[src/rtl/control_pkg.sv]
// rtl/control_pkg.sv - shared types and encodings for the multi-cycle control FSM
package control_pkg;

  typedef enum logic [2:0] {
    S_FETCH,
    S_DECODE,
    S_EXECUTE,
    S_MEM,
    S_WRITEBACK,
    S_TRAP
  } state_e;

  typedef enum logic [1:0] {
    FMT_I,
    FMT_S,
    FMT_B
  } imm_fmt_e;

  localparam logic [6:0] OP_R      = 7'b0110011;
  localparam logic [6:0] OP_ADDI   = 7'b0010011;
  localparam logic [6:0] OP_LOAD   = 7'b0000011;
  localparam logic [6:0] OP_STORE  = 7'b0100011;
  localparam logic [6:0] OP_BRANCH = 7'b1100011;

  localparam logic [2:0] ALU_ADD = 3'b000;
  localparam logic [2:0] ALU_SUB = 3'b001;
  localparam logic [2:0] ALU_AND = 3'b010;
  localparam logic [2:0] ALU_OR  = 3'b011;
  localparam logic [2:0] ALU_SLT = 3'b101;

  localparam logic [2:0] F3_ADD_SUB = 3'b000;
  localparam logic [2:0] F3_SLT     = 3'b010;
  localparam logic [2:0] F3_OR      = 3'b110;
  localparam logic [2:0] F3_AND     = 3'b111;
  localparam logic [2:0] F3_ADDI    = 3'b000;
  localparam logic [2:0] F3_LW      = 3'b010;
  localparam logic [2:0] F3_SW      = 3'b010;
  localparam logic [2:0] F3_BEQ     = 3'b000;
  localparam logic [2:0] F3_BNE     = 3'b001;

  localparam logic [31:0] NOP_INSTR = 32'h0000_0013;

endpackage

[src/rtl/imm_gen.sv]
// rtl/imm_gen.sv - combinational sign-extended immediate for I/S/B formats
module imm_gen
  import control_pkg::*;
(
  input  logic [31:0] ir,
  input  imm_fmt_e    fmt,
  output logic [31:0] imm
);

  always_comb begin
    imm = '0;
    case (fmt)
      FMT_I:   imm = {{20{ir[31]}}, ir[31:20]};
      FMT_S:   imm = {{20{ir[31]}}, ir[31:25], ir[11:7]};
      FMT_B:   imm = {{19{ir[31]}}, ir[31], ir[7], ir[30:25], ir[11:8], 1'b0};
      default: imm = '0;
    endcase
  end

endmodule

[src/rtl/control_fsm.sv]
// rtl/control_fsm.sv - multi-cycle FETCH/DECODE/EXECUTE/MEM/WRITEBACK control with sticky TRAP
module control_fsm
  import control_pkg::*;
(
  input  logic        clk,
  input  logic        rst,
  input  logic [31:0] instr,
  input  logic        instr_valid,
  output logic        instr_ready,
  input  logic        eq,
  output logic [4:0]  rs1,
  output logic [4:0]  rs2,
  output logic [4:0]  rd,
  output logic [31:0] imm,
  output logic [2:0]  ALUctrl,
  output logic        ALUsrc,
  output logic        regWrite,
  output logic        resultSrc,
  output logic        mem_req,
  output logic        mem_we,
  input  logic        mem_ack,
  output logic        pc_en,
  output logic        pcSrc,
  output logic        illegal,
  output logic [31:0] instret
);

  state_e      state_q, state_d;
  logic [31:0] ir_q, ir_d;
  logic [31:0] instret_q, instret_d;

  logic [6:0]  opcode;
  logic [2:0]  funct3;
  logic        is_lw, is_sw, is_br, legal;
  imm_fmt_e    fmt;

  assign opcode  = ir_q[6:0];
  assign funct3  = ir_q[14:12];
  assign rd      = ir_q[11:7];
  assign rs1     = ir_q[19:15];
  assign rs2     = ir_q[24:20];
  assign illegal = (state_q == S_TRAP);
  assign instret = instret_q;

  imm_gen u_imm_gen (
    .ir  (ir_q),
    .fmt (fmt),
    .imm (imm)
  );

  // Decode is purely a function of IR, so the fields stay stable from DECODE onward.
  always_comb begin
    is_lw   = 1'b0;
    is_sw   = 1'b0;
    is_br   = 1'b0;
    legal   = 1'b0;
    ALUctrl = ALU_ADD;
    ALUsrc  = 1'b0;
    fmt     = FMT_I;
    case (opcode)
      OP_R: begin
        legal = 1'b1;
        case (funct3)
          F3_ADD_SUB: ALUctrl = ir_q[30] ? ALU_SUB : ALU_ADD;
          F3_AND:     ALUctrl = ALU_AND;
          F3_OR:      ALUctrl = ALU_OR;
          F3_SLT:     ALUctrl = ALU_SLT;
          default:    legal   = 1'b0;
        endcase
      end
      OP_ADDI: begin
        ALUsrc = 1'b1;
        legal  = (funct3 == F3_ADDI);
      end
      OP_LOAD: begin
        is_lw  = 1'b1;
        ALUsrc = 1'b1;
        legal  = (funct3 == F3_LW);
      end
      OP_STORE: begin
        is_sw  = 1'b1;
        ALUsrc = 1'b1;
        fmt    = FMT_S;
        legal  = (funct3 == F3_SW);
      end
      OP_BRANCH: begin
        is_br   = 1'b1;
        ALUctrl = ALU_SUB;
        fmt     = FMT_B;
        legal   = (funct3 == F3_BEQ) || (funct3 == F3_BNE);
      end
      default: legal = 1'b0;
    endcase
  end

  always_comb begin
    state_d     = state_q;
    ir_d        = ir_q;
    instret_d   = instret_q;
    instr_ready = 1'b0;
    regWrite    = 1'b0;
    resultSrc   = 1'b0;
    mem_req     = 1'b0;
    mem_we      = 1'b0;
    pc_en       = 1'b0;
    pcSrc       = 1'b0;
    case (state_q)
      S_FETCH: begin
        instr_ready = 1'b1;
        if (instr_valid) begin
          ir_d    = instr;
          state_d = S_DECODE;
        end
      end
      S_DECODE: state_d = legal ? S_EXECUTE : S_TRAP;
      S_EXECUTE: begin
        if (is_br) begin
          pc_en   = 1'b1;
          pcSrc   = (funct3 == F3_BNE) ? !eq : eq;
          state_d = S_FETCH;
        end else if (is_lw || is_sw) begin
          state_d = S_MEM;
        end else begin
          state_d = S_WRITEBACK;
        end
      end
      // Request is combinational from state so an async reset drops it immediately.
      S_MEM: begin
        mem_req = 1'b1;
        mem_we  = is_sw;
        if (mem_ack) begin
          if (is_sw) begin
            pc_en   = 1'b1;
            state_d = S_FETCH;
          end else begin
            state_d = S_WRITEBACK;
          end
        end
      end
      S_WRITEBACK: begin
        regWrite  = (rd != 5'd0);
        resultSrc = is_lw;
        pc_en     = 1'b1;
        state_d   = S_FETCH;
      end
      S_TRAP:  state_d = S_TRAP;
      default: state_d = S_FETCH;
    endcase
    if (pc_en) instret_d = instret_q + 32'd1;
  end

  always_ff @(posedge clk or posedge rst) begin
    if (rst) begin
      state_q   <= S_FETCH;
      ir_q      <= NOP_INSTR;
      instret_q <= '0;
    end else begin
      state_q   <= state_d;
      ir_q      <= ir_d;
      instret_q <= instret_d;
    end
  end

endmodule

[config.mk]
export PLATFORM = sky130hd
export DESIGN_NAME = control_fsm
export DESIGN_NICKNAME = d
export VERILOG_FILES = /design/src/rtl/control_pkg.sv /design/src/rtl/imm_gen.sv /design/src/rtl/control_fsm.sv
export SDC_FILE = /design/constraint.sdc
export NUM_CORES = 1
export LEC_CHECK = 0
export BUFFER_PORTS_ARGS = -buffer_cell sky130_fd_sc_hd__buf_2
export CAP_MARGIN = 40
export CORE_ASPECT_RATIO = 1.1
export CORE_MARGIN = 2
export CORE_UTILIZATION = 30
export CTS_CLUSTER_DIAMETER = 60
export DETAILED_ROUTE_END_ITERATION = 8
export PLACE_DENSITY = 0.51
export SYNTH_ARGS = -nofsm -noshare
export SYNTH_HDL_FRONTEND = slang
export SYNTH_SLANG_ARGS = --single-unit
export TNS_END_PERCENT = 30
[constraint.sdc]
create_clock -name clk -period 2.6 [get_ports clk]
set_input_delay 0.52 -clock clk [delete_from_list [all_inputs] [get_ports clk]]
set_output_delay 0.52 -clock clk [all_outputs]
set_load 0.1 [all_outputs]
==> reports/summary.txt <==
Status -> finished, final reports clean
Unrepaired setup endpoints after global routing -> yes
Most frequent cells in the layout -> 112 x buf_2, 64 x dfrtp_1, 33 x mux2_2
Mapped Area -> 3430 sq um
CP required -> 2.08 ns
Largest cells by area after synthesis -> dfrtp_1 47%, mux2_2 11%, buf_4 7.5%
Pwr Density -> 506 nW/um^2
Synth top area share -> 46.7%
Final Instance Area -> 4510 sq um
Slew Limit Fails -> 0
Die Y -> 116 microns
Total of max-cap violations -> 0
Initial Utilization -> 31.1%
Grt ovf -> 0
Total Power -> 2.29 mW
Gpl congestion -> 0.796
Clock Skews -> 0.00753 ns
Sequential share of the synthesized area -> 49.1%
R2R Setup Slk -> 0.33 ns
CP endpoint -> pcSrc
CP max stage cell -> dfstp_2
Worst r2r src -> ir_q[1]$_DFFE_PP1P_
FP Rows -> 40
Share of layout cells above drive strength 1 -> 48.7%
Worst Setup SP -> ir_q[1]$_DFFE_PP1P_
Min Tclk post-route -> 2.52 ns
Met3 usage in global routing -> 3.82%
Hold Crit Class -> primary input to asynchronous set/reset pin
Unique masters post-synth -> 38
Violation count after the first detailed-routing iteration -> 60
Post-route ant nets -> 0
Final setup fails -> 0
Global-route wire length before repair -> 12800 microns
Tot GR Track Use -> 13.5%
Worst r2r dst -> instret[27]$_DFFE_PP0P_
Synth Register Bits -> 67
Reg2reg path depth -> 6
Ys async rst share -> 100%
CTS max path bufs -> 2
TritonCTS buffer count -> 9
Die Width -> 106 microns
Largest net degree at the start of global routing -> 42
Synth area leader -> dfrtp_1
Gate count after technology mapping -> 318
H-tree lvl count -> 3
Fmax -> 397 MHz
Met2 Use GR -> 21.2%
Clock transition at path regs -> 0.05 ns
Max_slew headroom -> 59.5%
DP Wirelength -> 5920 microns
CP Class -> flip-flop to output pin
Crit path DAT -> 2.00 ns
Vias in the first global route -> 2411
DR pass1 iterations -> 4
Fin Hold WS -> 0.256 ns
Max incr delay on CP -> 0.53 ns
Critical path fanouts, max -> 4
IO Pins -> 128
Crit. End Element -> output pin
Non-Filler Instances -> 560
Worst-Margin Slew -> 0.607 ns
Pleak -> 2.26 nW
Input/output buffers -> 127
Post-Syn Area per Cell -> 10.8 sq um
Tcrit/Tclk final -> 96.9%
Area delta synth->final -> 31.7%
YS warnings -> 0
Final Hold Viols -> 0
Via count -> 2517
Routed WL -> 7960 microns
Post-CTS Hold Buffers -> 0
Syn Nets -> 356
Core area -> 11000 sq um
Worst setup SP type -> flip-flop
Worst-Skew Late Latency -> 0.33 ns
Number of synthesized flops with an enable pin -> 0
Antenna violations before repair -> 0
DR DRC count -> 0
VDD IR max -> 0.233 mV
CTS tree -> yes
Crit-path cells -> nand4bb_1, nor3_2, nand2_2, nor4_4, buf_12
Root Driver -> clkbuf_16
Commonest non-fill, non-tap cell in the layout -> buf_2
Final net count -> 446
Placed Instance Area -> 4180 sq um
Most Used Layer, Global Route -> met2
Vias per cell -> 4.49
Placed Cells -> 543
# diodes -> 0
Die area -> 12300 sq um
Clock Sinks -> 67
Routing usage on met1 -> 17.5%
Routed WL per cell -> 14.2 microns
Ys flop type -> dfrtp_1
## synthesized netlist by cell type, types with 2 or more instances
cell type and n:
inv_1 6, nand2b_1 8, nand2_1 32, nand3_1 17
dfstp_2 3, buf_2 5, nand3b_1 4, nor3_1 6
a21oi_1 5, and4_1 4, buf_4 34, clkbuf_1 13
nand4_1 9, nor2_1 8, nor4_1 3, a21oi_2 2
xnor2_1 28, xor2_1 4, o21ai_0 5, o31ai_1 2
mux2_2 33, and2_1 2, and3_1 7, dfrtp_1 64
## power breakdown
part / switching, mW / internal, mW / total (mW)
Clock: 0.451 / 0.737 / 1.19
Combinational: 0.0300 / 0.0234 / 0.0534
Sequential: 0 / 1.04 / 1.04
## worst min path at each step
stage / startpoint / endpoint / cells after the start
after floorplan: ir_q[25]$_DFFE_PP0P_ / ir_q[25]$_DFFE_PP0P_ / 1
after global placement: instret[31]$_DFFE_PP0P_ / instret[31]$_DFFE_PP0P_ / 1
after detailed placement: instret[31]$_DFFE_PP0P_ / instret[31]$_DFFE_PP0P_ / 1
after CTS: rst / instret[25]$_DFFE_PP0P_ / 2
after global routing: rst / instret[27]$_DFFE_PP0P_ / 2
final: rst / instret[27]$_DFFE_PP0P_ / 2
## layer usage
metal / up-vias / wire length, microns
met5: - / 0
met4: 0 / 110
met3: 11 / 439
met2: 76 / 3720
met1: 1191 / 3690
li1: 1239 / -
## layout make-up
type                            count  area, sq um
Inverter                            6         22.5
Clock buffer                        9          225
Clock inverter                      7         68.8
Fill cell                        1117         6500
Tap cell                          147          184
Multi-Input combinational cell    192         1470
Timing Repair Buffer              132          861
Sequential cell                    67         1680
## per-stage QoR
stage	setup WS [ns]	util [%]	setup TNS (ns)
floorplan	-0.414	-	-11.06
global placement	0.354	37.9	0
detailed placement	0.309	37.9	0
CTS	0.00278	40.7	0
global route	-0.0362	41.0	-0.0578
finish	0.0810	41.0	0
## kinds of logic (layout without fill, tap and decap cells)
| logic type | count (synthesis) | count (layout) | share of synthesized area (%) |
|---|---|---|---|
| mux | 33 | 33 | 10.8 |
| flops | 67 | 67 | 49.1 |
| buf+inv | 59 | 154 | 10.6 |
| compound gates | 22 | 22 | 4.93 |
| xor+xnor | 32 | 32 | 8.18 |
| simple gates | 103 | 103 | 15.7 |
| fa+ha+maj | 2 | 2 | 0.657 |
## worst max-delay path: cells and delay by family (launching register included)
kind          cells  cell delay, ns
simple gates      4            0.92
flops             1            0.53
buf+inv           1            0.21
## repair_timing
| item | 4_1_cts | 5_1_grt |
|---|---|---|
| endpoints found under the setup margin | 3 | 8 |
| pin swaps | 0 | 1 |
| setup buffers | 0 | 1 |
| resized for setup | 3 | 7 |
## flip-flops by register name (all words and copies together) (netlist names)
signal,count
state_q,3
ir_q,32
instret,32
Power figures use the tool's default switching activity.
